File: config.mk
export PLATFORM = sky130hd
export DESIGN_NAME = param_datapath_flat
export DESIGN_NICKNAME = d
export VERILOG_FILES = /design/src/rtl/param_datapath_if.sv /design/src/rtl/param_datapath.sv /design/src/flat_wrapper.sv
export SDC_FILE = /design/constraint.sdc
export NUM_CORES = 1
export LEC_CHECK = 0
export CAP_MARGIN = 20
export CORE_ASPECT_RATIO = 0.8
export CORE_UTILIZATION = 57
export CTS_CLUSTER_DIAMETER = 100
export DETAILED_ROUTE_END_ITERATION = 16
export PLACE_DENSITY = 0.89
export SYNTH_ARGS = -nofsm -noshare
export SYNTH_HDL_FRONTEND = slang
export SYNTH_SLANG_ARGS = --single-unit
File: constraint.sdc
create_clock -name clk -period 6.2 [get_ports clk]
set_input_delay 0.62 -clock clk [delete_from_list [all_inputs] [get_ports clk]]
set_output_delay 0.62 -clock clk [all_outputs]
set_load 0.02 [all_outputs]
File: src/rtl/param_datapath_if.sv
// Bus bundle for param_datapath: slice/write/read controls in, ALU result and flag out.
// Widths follow the same parameters as the datapath instance it connects to.
interface param_datapath_if #(
    parameter int IN_WIDTH     = 64,
    parameter int DATA_WIDTH   = 7,
    parameter int SLICE_STRIDE = 8,
    parameter int NREGS        = 16
);
    localparam int SEL_W = $clog2(IN_WIDTH / SLICE_STRIDE);
    localparam int AW    = $clog2(NREGS);

    logic [IN_WIDTH-1:0]   InPort;
    logic [SEL_W-1:0]      Sel;
    logic                  Wen;
    logic                  WSRC;
    logic [AW-1:0]         WA;
    logic [AW-1:0]         RAA;
    logic [AW-1:0]         RAB;
    logic [2:0]            Op;
    logic [DATA_WIDTH-1:0] OutPort;
    logic                  Flag;

    modport master (
        output InPort, Sel, Wen, WSRC, WA, RAA, RAB, Op,
        input  OutPort, Flag
    );

    modport slave (
        input  InPort, Sel, Wen, WSRC, WA, RAA, RAB, Op,
        output OutPort, Flag
    );
endinterface

File: src/rtl/param_datapath.sv
// Slice loader + register file + 2-operand ALU; OutPort/Flag latency 0 (OUT_REG=0) or 1 (OUT_REG=1).
// No backpressure: one write and one ALU result every cycle.
module param_datapath #(
    parameter int IN_WIDTH     = 64,
    parameter int DATA_WIDTH   = 7,
    parameter int SLICE_STRIDE = 8,
    parameter int NREGS        = 16,
    parameter bit OUT_REG      = 1'b0
) (
    input  logic            clk,
    input  logic            rst,
    param_datapath_if.slave bus
);
    typedef logic [DATA_WIDTH-1:0] data_t;

    data_t                       regs [NREGS];
    data_t                       slice;
    data_t                       op_a;
    data_t                       op_b;
    data_t                       alu_res;
    data_t                       wdata;
    logic                        alu_flag;
    logic [DATA_WIDTH:0]         alu_wide;
    logic [IN_WIDTH+DATA_WIDTH-1:0] in_ext;

    // Zero padding above the bus makes slices that run past the top read as 0.
    assign in_ext = {{DATA_WIDTH{1'b0}}, bus.InPort};
    assign slice  = data_t'(in_ext >> (bus.Sel * SLICE_STRIDE));

    assign op_a  = regs[bus.RAA];
    assign op_b  = regs[bus.RAB];
    assign wdata = bus.WSRC ? alu_res : slice;

    always_comb begin
        alu_res  = '0;
        alu_flag = 1'b0;
        alu_wide = '0;
        unique case (bus.Op)
            3'd0: begin
                alu_wide = {1'b0, op_a} + {1'b0, op_b};
                alu_res  = alu_wide[DATA_WIDTH-1:0];
                alu_flag = alu_wide[DATA_WIDTH];
            end
            3'd1: begin
                alu_res  = op_a >> 1;
                alu_flag = op_a[0];
            end
            3'd2: begin
                // Extra MSB of the widened difference is the borrow (A < B).
                alu_wide = {1'b0, op_a} - {1'b0, op_b};
                alu_res  = alu_wide[DATA_WIDTH-1:0];
                alu_flag = alu_wide[DATA_WIDTH];
            end
            3'd3: alu_res = op_a & op_b;
            3'd4: alu_res = op_a;
            3'd5: alu_res = op_a | op_b;
            3'd6: alu_res = op_a ^ op_b;
            3'd7: alu_res = ~op_a;
        endcase
        if (bus.Op >= 3'd3) begin
            alu_flag = (alu_res == '0);
        end
    end

    // Reads see the pre-write contents; there is no write-to-read bypass.
    always_ff @(posedge clk or posedge rst) begin
        if (rst) begin
            for (int i = 0; i < NREGS; i++) begin
                regs[i] <= '0;
            end
        end else if (bus.Wen) begin
            regs[bus.WA] <= wdata;
        end
    end

    generate
        if (OUT_REG) begin : g_out_reg
            data_t out_q;
            logic  flag_q;

            always_ff @(posedge clk or posedge rst) begin
                if (rst) begin
                    out_q  <= '0;
                    flag_q <= 1'b0;
                end else begin
                    out_q  <= alu_res;
                    flag_q <= alu_flag;
                end
            end

            assign bus.OutPort = out_q;
            assign bus.Flag    = flag_q;
        end else begin : g_out_comb
            assign bus.OutPort = alu_res;
            assign bus.Flag    = alu_flag;
        end
    endgenerate
endmodule

File: src/flat_wrapper.sv
// flat-port wrapper written by rule: the top's interface ports become plain ports
module param_datapath_flat 
#(
    parameter int IN_WIDTH     = 64,
    parameter int DATA_WIDTH   = 7,
    parameter int SLICE_STRIDE = 8,
    parameter int NREGS        = 16,
    parameter bit OUT_REG      = 1'b0
)
  (clk, rst, bus_InPort, bus_Sel, bus_Wen, bus_WSRC, bus_WA, bus_RAA, bus_RAB, bus_Op, bus_OutPort, bus_Flag);
  param_datapath_if #(.IN_WIDTH(IN_WIDTH), .DATA_WIDTH(DATA_WIDTH), .SLICE_STRIDE(SLICE_STRIDE), .NREGS(NREGS)) bus_i ();
  input  logic clk;
  input  logic rst;
  input wire logic [$bits(bus_i.InPort)-1:0] bus_InPort;
  input wire logic [$bits(bus_i.Sel)-1:0] bus_Sel;
  input wire logic [$bits(bus_i.Wen)-1:0] bus_Wen;
  input wire logic [$bits(bus_i.WSRC)-1:0] bus_WSRC;
  input wire logic [$bits(bus_i.WA)-1:0] bus_WA;
  input wire logic [$bits(bus_i.RAA)-1:0] bus_RAA;
  input wire logic [$bits(bus_i.RAB)-1:0] bus_RAB;
  input wire logic [$bits(bus_i.Op)-1:0] bus_Op;
  output wire logic [$bits(bus_i.OutPort)-1:0] bus_OutPort;
  output wire logic [$bits(bus_i.Flag)-1:0] bus_Flag;
  assign bus_i.InPort = bus_InPort;
  assign bus_i.Sel = bus_Sel;
  assign bus_i.Wen = bus_Wen;
  assign bus_i.WSRC = bus_WSRC;
  assign bus_i.WA = bus_WA;
  assign bus_i.RAA = bus_RAA;
  assign bus_i.RAB = bus_RAB;
  assign bus_i.Op = bus_Op;
  assign bus_OutPort = bus_i.OutPort;
  assign bus_Flag = bus_i.Flag;
  param_datapath #(.IN_WIDTH(IN_WIDTH), .DATA_WIDTH(DATA_WIDTH), .SLICE_STRIDE(SLICE_STRIDE), .NREGS(NREGS), .OUT_REG(OUT_REG)) u_core (.clk(clk), .rst(rst), .bus(bus_i));
endmodule
After elaboration in Yosys (flattened, before gate mapping)
Cells that the tools add are included.
Operators by class
  shift operators: 1
  reductions and logical operators: 3
  add/subtract/negate cells: 2
  muxes and demuxes: 13
  bitwise logic cells: 7
  equality and inequality tests: 7
  $lt $le $gt $ge: 5
Operator list (count)
  bitwise mux 112 bit: 1
  >> shifter 64 x 6 -> 7 bit: 1
  binary-select mux 7 bit (select 4 bit): 2
  case mux 7 bit (8 select lines): 1
  2-to-1 mux 7 bit: 6
  demux 7 bit (select 4 bit): 1
  greater-or-equal comparator 5 bit (second input constant): 3
  inverter 4 -> 5 bit: 3
  equality test 3 bit (second input constant): 4
  adder 7 x 7 -> 8 bit: 1
  subtractor 7 x 7 -> 8 bit: 1
  bitwise AND 7 bit: 1
  logical NOT 7 bit: 1
  inverter 7 bit: 1
  bitwise OR 7 bit: 1
  bitwise XOR 7 bit: 1
  equality test 3 x 2 -> 1 bit (second input constant): 2
  < comparator 5 x 1 -> 1 bit (second input constant): 1
  equality test 3 x 1 -> 1 bit (second input constant): 1
  greater-or-equal comparator 3 x 2 -> 1 bit (second input constant): 1
  logical NOT 3 bit: 1
  case mux 1 bit (3 select lines): 1
  logical AND 1 bit: 1
  2-to-1 mux 1 bit: 1
Storage, ports and cells
  register bits: 112
  logic and storage cells: 54

Depth between registers and ports, before layout
Gate-level depths: netlist of run 1.
  depth in word-level cells: 8
  mapped depth: 18

Worst setup path before layout of run 1
Ideal clock, no wire load.
  path type: in2out
  from: in bus_RAB[0]
  to: out bus_Flag
  path buffers: 2
  setup slack: 0.472 ns
  stages: 13
  arrival time: 5.108 ns
  cell sequence: buf_2 > buf_1 > mux4_2 > mux4_2 > inv_1 > ha_1 > o21ba_2 > o311ai_0 > mux2i_1 > o22ai_1 > nor3_2 > a21oi_1 > o41ai_1
On the way
  word-level cells in the longest chain between the ends: 8
  elaborated cells between the ends (all ways): 13
  those cells by class: add/sub (2); mux (6); bitwise (4); reduce/logical (1)
RTL lines
  from (decl): RTL line flat_wrapper.sv:20  | input wire logic [$bits(bus_i.RAB)-1:0] bus_RAB;
  inverter 4 -> 5 bit (not written as such) *: RTL line param_datapath.sv:31  | assign op_b = regs[bus.RAB];
  binary-select mux 7 bit (select 4 bit) *: RTL line param_datapath.sv:31
  2-to-1 mux 7 bit (not written as such) * (2 in a row): RTL line param_datapath.sv:31
  subtractor 7 x 7 -> 8 bit, or another cell as far along: RTL line param_datapath.sv:50  | alu_wide = {1'b0, op_a} - {1'b0, op_b};
  case mux 7 bit (8 select lines) *: RTL line param_datapath.sv:38  | unique case (bus.Op)
  net bus_OutPort[5]: RTL line flat_wrapper.sv:22  | output wire logic [$bits(bus_i.OutPort)-1:0] bus_OutPort;
  logical NOT 7 bit *: RTL line param_datapath.sv:61  | alu_flag = (alu_res == '0);
  2-to-1 mux 1 bit *: RTL line param_datapath.sv:60  | if (bus.Op >= 3'd3) begin
  to (decl): RTL line flat_wrapper.sv:23  | output wire logic [$bits(bus_i.Flag)-1:0] bus_Flag;
Mark *: on every way through the listed nets, which the timed path passes. The rest lies on a longest branch. The select of a mux whose other input is x is not followed.

Final worst setup path of run 1
  from: in bus_RAB[1]
  to: out bus_OutPort[5]
On the way
  word-level cells in the longest chain between the ends: 6
  elaborated cells between the ends (all ways): 10
  those cells by class: add/sub (2); mux (4); bitwise (4)
RTL lines (RTL line)
  inverter 4 -> 5 bit (not written as such) *: param_datapath.sv:31
  binary-select mux 7 bit (select 4 bit) *: param_datapath.sv:31
  2-to-1 mux 7 bit (not written as such) * (2 in a row): param_datapath.sv:31
  subtractor 7 x 7 -> 8 bit, or another cell as far along: param_datapath.sv:50
  case mux 7 bit (8 select lines) *: param_datapath.sv:38
  to (decl): flat_wrapper.sv:22
Mark *: on every way between the ends. The rest lies on a longest branch, timed or not. The select of a mux whose other input is x is not followed.

==> summary.md, run 1 <==
| Metric | Value |
|---|---|
| Placed cells | `867` |
| Largest net degree at the start of global routing | `62` |
| Final setup fails | `0` |
| FFs w/ async S/R, synth | `1.00` |
| Drt initial violations | `825` |
| Synth top area cells | `dfrtp_1 35%, mux4_2 17%, mux2_2 16%, mux2i_1 3.5%, ha_1 3.3%` |
| GP Congestion | `0.963` |
| CP Cell Sequence | `clkdlybuf4s50_1 > buf_4 > mux4_2 > mux4_2 > inv_1 > ha_1 > a21oi_1 > a21oi_1 > o21a_1 > o21ai_0 > nand2_1 > a21oi_1 > clkdlybuf4s50_1` |
| Biggest regs | `u_core.regs (112)` |
| Largest reg by FF count | `u_core.regs` |
| Count of unique library cells instantiated by Yosys | `66` |
| Main synth FF type | `dfrtp_1` |
| Synthesized-area fraction occupied by adder cells | `0.0382` |
| Layout Nets | `808` |
| Crit. End Element | `primary output` |
| Clk sinks | `112` |
| Synthesis warning total | `0` |
| Buffer count from post-CTS setup fixing | `0` |
| Req. time, crit path | `5.58 ns` |
| Startpoint Class | `primary input` |
| Share of layout cells above drive strength 1 | `0.337` |
| Final WL | `22300 um` |
| Final Cell Area | `9260 um2` |
| Tmin final | `5.68 ns` |
| Setup TNS | `0 ns` |
| Vias/cell | `6.93` |
| Initial Util | `0.585` |
| Synth Area in Compound Gates | `0.0915` |
| Fin. Hold Viols | `0` |
| Slowest-stage cell, CP | `clkdlybuf4s50_1` |
| Critical path class | `in -> out` |
| Max Cap Viol | `0` |
| Crit share post-route | `0.916` |
| Signal arrival time at the worst endpoint | `5.06 ns` |
| Yosys reg bits | `112` |
| Synth Area in XOR/XNOR | `0.00110` |
| Simple-gate area share of the yosys netlist | `0.0723` |
| CTS tree | `done` |
| Mux cell area share after synthesis | `0.402` |
| Worst-path clk slew | `0.07 ns` |
| DPL Wire Length | `16200 um` |
| Antenna-violating nets left | `0` |
| CTS buffer count | `9` |
| Power per Cell Area | `370 nW/um2` |
| Maximum clock path buffer count | `2` |
| Fmax | `176 MHz` |
| Initial antenna violation count | `0` |
| Core region area | `13600 um2` |
| Worst-margin pin slew | `1.16 ns` |
| Total Routing Usage GR | `0.324` |
| Chip Width | `134 um` |
| Vias in the first global route | `6041` |
| Vias | `6127` |
| Buf+Inv Stages, Crit Path | `4` |
| Placed cell area | `8940 um2` |
| Largest area contributor in the netlist | `dfrtp_1` |
| Slew Viols, Final | `0` |
| Largest family of logic cells by synthesized area | `multiplexers` |
| 1st-pass router iterations | `6` |
| Post-synth EDFFs | `0` |
| Number of flip-flops in the largest register | `112` |
| Crit path max fanout | `13` |
| Seq/Total Area, Yosys | `0.353` |
| Port-buffer cells | `85` |
| Relative slew margins | `0.222` |
| Die H | `108 um` |
| FP Rows | `38` |
| Routed len/inst | `25.3 um` |
| LEAKAGE | `3.80 nW` |
| Setup repair after global routing missed its margin | `false` |
| Final std cells w/o fill | `884` |
| CTS H-tree lvls | `3` |
| Root buffer cell | `clkbuf_16` |
| Syn Nets | `734` |
| Area Growth Syn to Fin | `16.7%` |
| Total power | `3.43 mW` |
| Crit path largest cell delay | `0.66 ns` |
| VDD IR max | `0.220 mV` |
| Boundary Pins | `94` |
| Total grt overflow | `0` |
| Area share of the largest cell type after synthesis | `0.353` |
| Synthesized area per cell | `12.7 um2` |
| Wire length of the first global-routing pass | `34500 um` |
| Delay-heaviest family, CP | `buffers and inverters` |
| DRC viols | `0` |
| Fillers | `941` |
| Most frequent CP cell | `a21oi_1` |
| Clk_skew | `0.0105 ns` |
| Syn Inst Count | `625` |
| Status | `complete, no violations` |
| Clock Latency Late Sink | `0.36 ns` |
| Die Area | `14400 um2` |
| Antenna diodes | `0` |
| Tightest Hold Check Type | `reg -> reg` |
| Synthesized area | `7930 um2` |
| Core Util, Final | `0.683` |
==> metrics by stage <==
| step | hold WS (ns) | setup slack, ns |
|---|---|---|
| final | 0.533 | 0.523 |
| after global routing | 0.558 | 0.393 |
| after CTS | 0.534 | 0.174 |
| after detailed placement | 0.515 | 0.177 |
| after global placement | 0.503 | 0.330 |
| after floorplan | 0.489 | 0.472 |
==> layout by cell type (no fill, tap or decap), types with 3 or more instances in the layout <==
master           count
mux2_2             114
dfrtp_1            112
clkdlybuf4s50_1     83
mux4_2              61
mux2i_1             28
nor2_1              27
inv_1               25
ha_1                21
buf_4               20
nor2b_1             18
nand2_1             17
a21oi_1             12
o21ai_0             12
a211oi_1             9
clkbuf_16            9
mux4_1               8
nand2b_1             8
nand3_1              7
or3_1                6
a221oi_1             5
inv_2                4
nand4_1              4
and2_1               4
and3_1               4
a21oi_2              4
a22oi_1              3
or2_2                3
nor3_1               3
o21bai_1             3
o21a_1               3
o22ai_1              3
a221o_1              3
o211ai_1             3
nor3b_1              3
inv_6                3
==> final timing paths <==
| path | from | to | slack [ns] | cells after the start |
|---|---|---|---|---|
| min | u_core.regs[111]$_DFFE_PP0P_ | u_core.regs[111]$_DFFE_PP0P_ | 0.53 | 1 |
| max reg2reg | u_core.regs[0]$_DFFE_PP0P_ | u_core.regs[74]$_DFFE_PP0P_ | 1.83 | 14 |
| min reg2reg | u_core.regs[111]$_DFFE_PP0P_ | u_core.regs[111]$_DFFE_PP0P_ | 0.53 | 1 |
| max | bus_RAB[1] | bus_OutPort[5] | 0.52 | 13 |
| max in group asynchronous | rst | u_core.regs[73]$_DFFE_PP0P_ | 4.30 | 3 |
| min in group asynchronous | rst | u_core.regs[90]$_DFFE_PP0P_ | 0.70 | 2 |
==> cell usage after synthesis, types with 4 or more instances <==
master      n
inv_1      26
a21oi_2     4
o21ai_0    12
a21oi_1    12
mux4_2     61
nand2b_1    8
nand3_1     7
and3_1      4
clkbuf_1   14
buf_2      12
nor2b_1    18
nand4_1     4
mux2_2    114
mux2i_1    28
nor3b_1     4
a211oi_1    9
or3_1       6
dfrtp_1   112
inv_2       4
buf_1      10
ha_1       21
nor2_1     27
a221oi_1    5
nand2_1    17
buf_4       4
and2_1      4
mux4_1      8
==> report_power, final <==
group          internal, mW  total, mW  switching (mW)
combinational         0.845       1.59           0.741
sequential             1.01       1.25           0.239
clock                 0.320      0.595           0.275
==> metal layers <==
layer  wire [um]  GRT usage
met2       10300      0.496
met3        1940     0.0678
met4         781      0.136
met1        9260      0.452
met5           0          0
==> final cells by class <==
cell class | instances | area, um2 | share of cell area
Multi-Input combinational cell | 440 | 4810 | 0.519
Sequential cell | 112 | 2800 | 0.303
Timing Repair Buffer | 106 | 1010 | 0.109
Clock buffer | 10 | 229 | 0.0247
Tap cell | 180 | 225 | 0.0243
Inverter | 30 | 115 | 0.0124
Clock inverter | 6 | 73.8 | 0.00797
==> kinds of logic after synthesis <==
kind of cell / count (synthesis)
AOI/OAI and AO/OA: 93
xor gates and xnor gates: 1
adders and majority gates: 23
and+or+nand+nor: 109
buffers and inverters: 73
muxes: 214
DFF: 112
==> repair_timing <==
item | CTS | global route
setup endpoints to repair | 0 | 1
resized for setup | 0 | 3
hold buffers | 0 | 0
Power figures use the tool's default switching activity.
==> run 2, diff against run 1 <==
CTS_CLUSTER_SIZE = 40   (was unset)
clock period = 6.5 ns   (was 6.2 ns; I/O delays follow)
==> run 2 against run 1 <==
Power is 3.7% lower. Sequential share of layout area hardly changed. Utilization hardly changed. Hold slack worse by 0.0089 ns. Combinational power is 6% lower. Count of clock-buffer cells in the layout is 1 lower. Routed wire length is 2.1% higher. Final cell count is 0.23% lower. Sequential power is 4% lower. Worst setup slack better by 0.0044 ns. Clock power is 1% higher.
==> summary.md, run 2 (synthesized netlist as in run 1, its figures left out) <==
| Metric | Value |
|---|---|
| Routed len/inst | `25.8 um (+2.3%)` |
| Worst hold path endpoint | `u_core.regs[69]$_DFFE_PP0P_` |
| Setup repair after global routing missed its margin | `false` |
| Worst-margin pin slew | `1.19 ns (+0.0313 ns)` |
| Port-buffer cells | `85 (unchanged)` |
| Vias | `6118 (-0.15%)` |
| Reg2Reg Depth | `14 (unchanged)` |
| Layout Nets | `806 (-0.25%)` |
| Wire length of the first global-routing pass | `35500 um (+2.7%)` |
| Boundary Pins | `94 (unchanged)` |
| DPL Wire Length | `16400 um (+1.0%)` |
| CTS buffer count | `9 (unchanged)` |
| Crit. End Element | `primary output` |
| Antenna-violating nets left | `0 (unchanged)` |
| VDD IR max | `0.198 mV (-9.9%)` |
| Final setup fails | `0 (unchanged)` |
| CTS H-tree lvls | `3 (unchanged)` |
| Antenna diodes | `0 (unchanged)` |
| Root buffer cell | `clkbuf_16` |
| Signal arrival time at the worst endpoint | `5.32 ns (+0.26 ns)` |
| Vias/cell | `6.94 (about the same)` |
| Share of layout cells above drive strength 1 | `0.335 (-0.00189)` |
| Final WL | `22800 um (+2.1%)` |
| Clock Latency Late Sink | `0.36 ns (about the same)` |
| Die H | `108 um (unchanged)` |
| Startpoint Class | `primary input` |
| Req. time, crit path | `5.85 ns (+0.27 ns)` |
| Crit share post-route | `0.919` |
| Fin. Hold Viols | `0 (unchanged)` |
| Chip Width | `134 um (unchanged)` |
| Hold depth | `1 (unchanged)` |
| Core region area | `13600 um2 (unchanged)` |
| Total Routing Usage GR | `0.336 (+0.0120)` |
| Largest net degree at the start of global routing | `62 (unchanged)` |
| Area Growth Syn to Fin | `16.7% (about the same)` |
| LEAKAGE | `3.79 nW (-0.22%)` |
| Total grt overflow | `0 (unchanged)` |
| Commonest non-fill, non-tap cell in the layout | `mux2_2` |
| Max Cap Viol | `0 (unchanged)` |
| Clk sinks | `112 (unchanged)` |
| Biggest regs | `u_core.regs (112)` |
| R2r setup slk | `2.14 ns (+0.31 ns)` |
| Vias in the first global route | `6136 (+1.6%)` |
| Critical path class | `in -> out` |
| Status | `complete, no violations` |
| Clk_skew | `0.0119 ns (+0.00137 ns)` |
| GP Congestion | `0.953 (-1.0%)` |
| Initial Util | `0.585 (unchanged)` |
| Fmax | `167 MHz` |
| Setup TNS | `0 ns (unchanged)` |
| Worst-path clk slew | `0.07 ns (about the same)` |
| Commonest cells after routing, fill and taps aside | `114 x mux2_2, 112 x dfrtp_1, 83 x clkdlybuf4s50_1, 61 x mux4_2, 28 x mux2i_1` |
| Total power | `3.30 mW (-3.7%)` |
| CTS tree | `done` |
| Buffer count from post-CTS setup fixing | `0 (unchanged)` |
| Die Area | `14400 um2 (unchanged)` |
| Reg-to-reg endpoint | `u_core.regs[18]$_DFFE_PP0P_` |
| Number of flip-flops in the largest register | `112 (unchanged)` |
| Maximum clock path buffer count | `2 (unchanged)` |
| Reg2reg start | `u_core.regs[0]$_DFFE_PP0P_` |
| Relative slew margins | `0.203 (-0.0197)` |
| Drt initial violations | `892 (+8.1%)` |
| Slew Viols, Final | `0 (unchanged)` |
| Power per Cell Area | `357 nW/um2 (-3.6%)` |
| Initial antenna violation count | `0 (unchanged)` |
| 1st-pass router iterations | `5 (-1)` |
| DRC viols | `0 (unchanged)` |
| Hold path startpoint | `u_core.regs[69]$_DFFE_PP0P_` |
| Tightest Hold Check Type | `reg -> reg` |
| Tmin final | `5.97 ns` |
| Crit path max fanout | `9 (-4)` |
| FP Rows | `38 (unchanged)` |
| Largest reg by FF count | `u_core.regs` |
run 2: changes by cell type in the layout (fill, tap and decap cells not counted), sizes merged:
cell | previous run | this run
buf | 21 | 20
bufinv | 1 | 2
clkbuf | 11 | 9
clkinvlp | 0 | 2
inv | 33 | 31
run 2: worst max-delay path, cell delays in order:
cell and delay (ns):
clkdlybuf4s50_1 0.86, buf_4 0.32, mux4_2 0.54, nor2_1 0.16, o22a_1 0.28, ha_1 0.37
o311ai_0 0.69, mux2i_1 0.27, o22ai_1 0.10, nor3_2 0.26, a21oi_1 0.11, o41ai_1 0.42
dlymetal6s2s_1 0.28
run 2: routing by layer:
metal  part of all wire  GRT usage  routed length [um]
met5                  0          0                   0
met4              0.044      0.155                 992
met3              0.092     0.0669                2100
met2               0.46      0.499               10400
met1               0.41      0.478                9300
run 2: what timing repair did:
action / CTS / global route
gates resized for setup: 0 / 1
endpoints found under the setup margin: 0 / 1
hold buffers: 0 / 0
run 2: layout make-up:
type	count	area, um2
timing repair buffer	104	991
multi-input combinational	440	4800
fill	920	4300
clock buffer	9	225
clock inverter	7	93.8
sequential	112	2800
inverter	30	115
tap	180	225
run 2: stage by stage:
step           cells  setup slack (ns)  utilization  cell area (um2)  hold WS, ns
5_1_grt          882             0.266        0.683             9260        0.540
2_1_floorplan    625             0.712            -             7930        0.489
4_1_cts          882             0.164        0.683             9250        0.527
3_5_place_dp     866             0.253        0.659             8930        0.511
3_3_place_gp     866             0.300        0.659             8930        0.502
6_report         882             0.527        0.683             9260        0.524
run 2: worst max-delay path by stage:
stage               startpoint  endpoint  slack (ns)  depth (start not counted)
global placement    bus_RAA[0]  bus_Flag        0.30                         18
floorplan           bus_RAB[0]  bus_Flag        0.71                         13
finish              bus_RAA[2]  bus_Flag        0.53                         13
detailed placement  bus_RAA[0]  bus_Flag        0.25                         18
global route        bus_RAA[0]  bus_Flag        0.27                         18
CTS                 bus_RAA[2]  bus_Flag        0.16                         13
run 2: power by group:
group | switching, mW | internal, mW | leakage (nW)
Combinational | 0.709 | 0.793 | 2.28
Clock | 0.264 | 0.338 | 0.152
Sequential | 0.236 | 0.964 | 1.36
Total | 1.21 | 2.10 | 3.79
==> run 3, diff against run 2 <==
ABC_AREA = 1   (was unset)
CORE_UTILIZATION = 58   (was 57)
PLACE_DENSITY = 0.9   (was 0.89)
==> run 3 against run 2 <==
Count of clock-buffer cells in the layout stayed put. Largest power group is now registers. Largest cell class unchanged. Hold slack worse by 0.034 ns. Sequential share of layout area is 0.55 points lower.
==> summary.md, run 3 <==
| Metric | Value |
|---|---|
| Antenna diodes | `0 (unchanged)` |
| Port-buffer cells | `85 (unchanged)` |
| Wire length of the first global-routing pass | `39500 um (+11%)` |
| Placed cells | `1482 (+71%)` |
| Met1 wire length | `10400 um (+12%)` |
| Clk sinks | `112 (unchanged)` |
| Worst hold path endpoint | `u_core.regs[6]$_DFFE_PP0P_` |
| Hold buffer count at cts | `0 (unchanged)` |
| Hold path startpoint | `u_core.regs[6]$_DFFE_PP0P_` |
| Clock Latency Late Sink | `0.36 ns (about the same)` |
| Die H | `110 um (+2.0%)` |
| Status | `complete, no violations` |
| Critical path class | `in -> out` |
| Commonest non-fill, non-tap cell in the layout | `nand2_1` |
| Total Routing Usage GR | `0.343 (+0.00641)` |
| Signal arrival time at the worst endpoint | `4.72 ns (-0.60 ns)` |
| Met3 WL | `2510 um (+20%)` |
| DRC viols | `0 (unchanged)` |
| Final Cell Area | `9430 um2 (+1.9%)` |
| Core region area | `13800 um2 (+2.1%)` |
| Final setup fails | `0 (unchanged)` |
| Initial antenna violation count | `0 (unchanged)` |
| Commonest cells post-synth | `400 x nand2_1, 170 x inv_1, 122 x nand3_1` |
| Yosys reg bits | `112 (unchanged)` |
| Routed wl met2 | `11300 um (+8.5%)` |
| FP Rows | `38 (unchanged)` |
| Clk_skew | `0.00792 ns (-0.00397 ns)` |
| LEAKAGE | `4.60 nW (+21%)` |
| Count of unique library cells instantiated by Yosys | `39 (-41%)` |
| Crit share post-route | `0.826 (-0.0928)` |
| Share of layout cells above drive strength 1 | `0.0455 (-0.289)` |
| Largest reg by FF count | `u_core.regs` |
| Fin. Hold Viols | `0 (unchanged)` |
| Area Growth Syn to Fin | `12.2%` |
| Syn Inst Count | `1281 (+100%)` |
| Main synth FF type | `dfrtp_1` |
| Commonest cells after routing, fill and taps aside | `400 x nand2_1, 169 x inv_1, 122 x nand3_1, 112 x dfrtp_1, 99 x o21ai_0` |
| Chip Width | `137 um (+2.0%)` |
| R2r setup slk | `3.03 ns (+0.89 ns)` |
| VDD IR max | `0.152 mV (-23%)` |
| Root buffer cell | `clkbuf_16` |
| Area share of the largest cell type after synthesis | `0.333 (-0.0199)` |
| Synth top area cells | `dfrtp_1 33%, nand2_1 18%, inv_1 7.6%, nand3_1 7.3%, o21ai_0 5.9%` |
| FFs w/ async S/R, synth | `1.00 (unchanged)` |
| Reg-to-reg endpoint | `u_core.regs[33]$_DFFE_PP0P_` |
| Setup repair after global routing missed its margin | `false` |
| Placed cell area | `9130 um2 (+2.2%)` |
| Die Area | `15000 um2 (+4.1%)` |
| Synthesized area per cell | `6.56 um2 (-48%)` |
| DPL Wire Length | `17600 um (+7.5%)` |
| CTS tree | `done` |
| Drt initial violations | `1101 (+23%)` |
| Largest area contributor in the netlist | `dfrtp_1` |
| CTS H-tree lvls | `3 (unchanged)` |
| Tmin final | `5.37 ns (-0.603 ns)` |
| Final WL | `24800 um (+8.6%)` |
| Uppermost layer routed | `met4` |
| Tightest Hold Check Type | `reg -> reg` |
| Max Cap Viol | `0 (unchanged)` |
| Buffer count from post-CTS setup fixing | `0 (unchanged)` |
| GP Congestion | `0.951 (-0.28%)` |
| 1st-pass router iterations | `9 (+4)` |
| Biggest regs | `u_core.regs (112)` |
| Worst-margin pin slew | `0.970 ns (-0.223 ns)` |
| Layout Nets | `1422 (+76%)` |
| Req. time, crit path | `5.85 ns (about the same)` |
| Reg2reg start | `u_core.regs[71]$_DFFE_PP0P_` |
| Synthesized area | `8410 um2 (+6.0%)` |
| Fillers | `1204 (+31%)` |
| Most instantiated library cell after synthesis | `nand2_1` |
| Fmax | `186 MHz (+11%)` |
| Vias/cell | `5.81 (-16%)` |
| Post-synth EDFFs | `0 (unchanged)` |
| Slew Viols, Final | `0 (unchanged)` |
| Total grt overflow | `0 (unchanged)` |
| Routed len/inst | `16.5 um (-36%)` |
| Antenna-violating nets left | `0 (unchanged)` |
| Largest net degree at the start of global routing | `66 (+6.5%)` |
| Crit path max fanout | `38 (+29)` |
| Synthesis warning total | `0 (unchanged)` |
| Number of flip-flops in the largest register | `112 (unchanged)` |
| Syn Nets | `1390 (+89%)` |
| Relative slew margins | `0.351 (+0.148)` |
| Number of cells upsized or downsized after cts | `0 (unchanged)` |
| Power per Cell Area | `255 nW/um2 (-29%)` |
| Setup TNS | `0 ns (unchanged)` |
| CTS buffer count | `9 (unchanged)` |
| Vias | `8705 (+42%)` |
| Seq/Total Area, Yosys | `0.333 (-0.0199)` |
| Boundary Pins | `94 (unchanged)` |
| Final std cells w/o fill | `1498 (+70%)` |
| Vias in the first global route | `7986 (+30%)` |
| Reg2Reg Depth | `22 (+8)` |
| Startpoint Class | `primary input` |
| Worst-path clk slew | `0.08 ns (about the same)` |
| Initial Util | `0.608 (+0.0222)` |
| Crit. End Element | `primary output` |
| Maximum clock path buffer count | `2 (unchanged)` |
| Hold depth | `2 (+1)` |
[run 3: cell types whose count changed after synthesis, moves of 61 or more]
| cell | delta |
|---|---|
| nand2_1 | +383 |
| inv_1 | +144 |
| nand3_1 | +115 |
| mux2_2 | -114 |
| o21ai_0 | +87 |
| mux4_2 | -61 |
[run 3: logic make-up after synthesis]
family          share of synthesized area
compound gates                      0.175
xor+xnor                          0.00313
fa+ha+maj                          0.0360
buf+inv                             0.130
flops                               0.333
mux                                0.0107
simple gates                        0.312
[run 3: stage by stage]
step	hold slack (ns)	power (mW)	setup slack, ns	utilization
2_1_floorplan	0.449	1.57	2.52	-
3_5_place_dp	0.468	1.82	1.29	0.660
6_report	0.490	2.40	1.13	0.681
3_3_place_gp	0.464	1.78	1.34	0.660
5_1_grt	0.506	2.55	0.857	0.681
4_1_cts	0.487	2.38	1.28	0.681
[run 3: worst max-delay path: stages]
cell	delay [ns]
buf_2	0.44
inv_2	0.46
nand2_1	0.18
nand3_1	0.10
nand3_1	0.12
nand3_1	0.20
nand2_1	0.23
inv_1	0.07
ha_1	0.43
inv_1	0.13
a21oi_1	0.14
nand2_1	0.10
nand3_1	0.12
nand3_1	0.08
nand3_1	0.09
nand2_1	0.06
nor2_1	0.12
nand3_2	0.11
nor2_1	0.10
nand3_1	0.08
nand2_1	0.06
clkdlybuf4s50_1	0.60
[run 3: how the worst max path moves through the flow]
stage | slack, ns | start | cells after the start | end
2_1_floorplan | 2.52 | bus_RAB[0] | 20 | bus_Flag
3_3_place_gp | 1.34 | bus_RAA[0] | 22 | bus_Flag
3_5_place_dp | 1.29 | bus_RAA[0] | 22 | bus_Flag
4_1_cts | 1.28 | bus_RAA[0] | 22 | bus_Flag
5_1_grt | 0.86 | bus_RAA[0] | 22 | bus_Flag
6_report | 1.13 | bus_RAA[0] | 22 | bus_Flag
[run 3: layout make-up]
cell class              count  area (um2)  share of cell area
clock buffers               9         225              0.0239
clock inverters             7        70.1             0.00743
inverters                 176         663              0.0703
multi-input cells         918        4510               0.478
flip-flops and latches    112        2800               0.297
well taps                 180         225              0.0239
repair buffers             96         931              0.0987
[run 3: report_power, final]
part	internal [mW]	total (mW)	switching [mW]
clock	0.274	0.565	0.291
sequential	0.871	0.960	0.0892
combinational	0.313	0.877	0.564
[run 3: metal layers]
metal,track usage,vias up
met2,0.529,443
met4,0.118,0
li1,-,4168
met5,0,-
met3,0.0738,57
met1,0.476,4037
==> variant: new RTL, settings of run 2 <==
`SLICE_STRIDE` is set to 8 in 3 places; all go to 16.
--- a/src/rtl/param_datapath_if.sv
+++ b/src/rtl/param_datapath_if.sv
@@ -4,5 +4,5 @@
     parameter int IN_WIDTH     = 64,
     parameter int DATA_WIDTH   = 7,
-    parameter int SLICE_STRIDE = 8,
+    parameter int SLICE_STRIDE = 16,
     parameter int NREGS        = 16
 );
--- a/src/rtl/param_datapath.sv
+++ b/src/rtl/param_datapath.sv
@@ -4,5 +4,5 @@
     parameter int IN_WIDTH     = 64,
     parameter int DATA_WIDTH   = 7,
-    parameter int SLICE_STRIDE = 8,
+    parameter int SLICE_STRIDE = 16,
     parameter int NREGS        = 16,
     parameter bit OUT_REG      = 1'b0
--- a/src/flat_wrapper.sv
+++ b/src/flat_wrapper.sv
@@ -4,5 +4,5 @@
     parameter int IN_WIDTH     = 64,
     parameter int DATA_WIDTH   = 7,
-    parameter int SLICE_STRIDE = 8,
+    parameter int SLICE_STRIDE = 16,
     parameter int NREGS        = 16,
     parameter bit OUT_REG      = 1'b0
Ports: changed (resized bus_Sel); port bits go from 94 to 93. No check against the original RTL was run, so the function may have changed too.
==> variant against run 2 <==
  * Design area down 9.1%
  * Highest routed layer unchanged
  * Synthesized area down 4.8%
  * Wire length down 9.5%
  * Sequential cell count unchanged
  * Critical path type unchanged
  * Worst setup slack worse by 45 ps
  * Via count down 0.15%
  * Total power down 11%
  * Critical path depth up 2
  * Critical endpoint unchanged
  * Global-route usage down 1.6 points
==> variant: results (changes against run 2) <==
stage	metric	value	unit	change
status	status	finished, final reports clean		
global_routing	grt_pass1_wl	32700	um	-7.8%
drt	first_iter_violations	702		-21%
setup_path	max_stage_delay	650	ps	-210 ps
setup_path	cp-startpoint	bus_RAB[1]		
setup_path	crit_fanout	15		+6
place	dpl.hpwl	14900	um	-9.0%
sta	skew	7.43	ps	-4.46 ps
synthesis	synth_common_cells	112 x dfrtp_1, 88 x nor2_1, 68 x a21oi_1, 56 x mux4_2, 51 x nand2_1		
sta	max_freq	166	MHz	-0.74%
global_routing	use_met1	42.1	%	-5.8 points
final_layout	drive_above_1_share	18.9	%	-15 points
final_layout	finalNetCount	826		+2.5%
setup_path	reg2reg_from	u_core.regs[21]		
synthesis	synthTopCellsByArea	dfrtp_1 37%, mux4_2 17%, a21oi_1 4.5%		
setup_path	r2r_end	u_core.regs[27]		
place	dp.cells	881		+1.7%
place	placed_area	8120	um2	-9.1%
global_routing	grt_max_degree	78		+26%
global_routing	grt_pass1_vias	6264		+2.1%
place	gp_congestion	0.938		-1.6%
drt	dr.pass1.iters	6		+1
drt	wl	20600	um	-9.5%
setup_path	r2r_slack	2240	ps	+100 ps
global_routing	grt_usage	32.1	%	-1.6 points
sta	whs	504	ps	-19.5 ps
sta	tightestPinTransition	1140	ps	-55.5 ps
synthesis	synthCells	692		+11%
worst_hold_path	min-delay-start	u_core.regs[79]		
synthesis	synth_cell_type_count	69		+4.5%
synthesis	seq_area_frac_synth	37.1	%	+1.8 points
drt	vias	6109		-0.15%
place	port_buffers	56		-34%
drt	avgRoutedWirePerCell	23.0	um	-11%
global_routing	use_met3	6.86	%	+0.18 points
setup_path	cp.arrival	5370	ps	+50 ps
final_layout	fill_cells	947		+2.9%
power	p_leak	3.47	nW	-8.4%
setup_path	rr_worst_depth	13		-1
setup_path	cp_top_family	buffers and inverters		
power	vdd_drop_max	0.225	mV	+13%
worst_hold_path	worstHoldEndpoint	u_core.regs[79]		
## variant: changes by cell type after synthesis, moves of 9 or more
cell and change:
nand2_1 +34, mux2_2 -95, o21ai_0 +36, a211oi_1 -9, nor2b_1 -9, nor2_1 +61, a21oi_1 +56, mux2i_1 -12
clkbuf_1 +16
## variant: final cells by class
| cell class | count | area (um2) | area share, % |
|---|---|---|---|
| clock buffers | 10 | 239 | 2.84 |
| multi-input cells | 499 | 4330 | 51.5 |
| repair buffers | 70 | 676 | 8.03 |
| clock inverters | 6 | 42.5 | 0.506 |
| inverters | 26 | 100 | 1.19 |
| flip-flops and latches | 112 | 2800 | 33.3 |
| well taps | 175 | 219 | 2.60 |
## variant: logic make-up after synthesis
| family | after synthesis | synth area share (%) |
|---|---|---|
| and+or+nand+nor | 190 | 11.2 |
| AOI/OAI and AO/OA | 173 | 14.5 |
| DFF | 112 | 37.1 |
| muxes | 109 | 27.3 |
| buffers and inverters | 81 | 5.50 |
| adders and majority gates | 23 | 4.01 |
| xor gates and xnor gates | 4 | 0.464 |
## variant: power breakdown
group	switching (mW)	internal (mW)	total, mW
Combinational	0.687	0.618	1.30
Sequential	0.182	0.917	1.10
Clock	0.254	0.272	0.526
Total	1.12	1.81	2.93
## variant: worst reg2reg max path, stage by stage (launching register included)
cell and delay (ps):
dfrtp_1 410, mux4_2 510, mux4_2 540, ha_1 240, inv_1 70, fa_1 220, nor3b_1 450, nor3_1 100
a2111oi_0 300, o21ai_0 190, xnor2_1 210, o21ai_2 110, mux2i_4 580, o21ai_0 190
## variant: routing by layer
metal  vias up  wire length, um  share of wire, %
met5         -                0                 0
met4         0              677               3.3
met3        73             2050               9.9
met2       420            10100                49
met1      3025             7830                38
li1       2591                -                 -
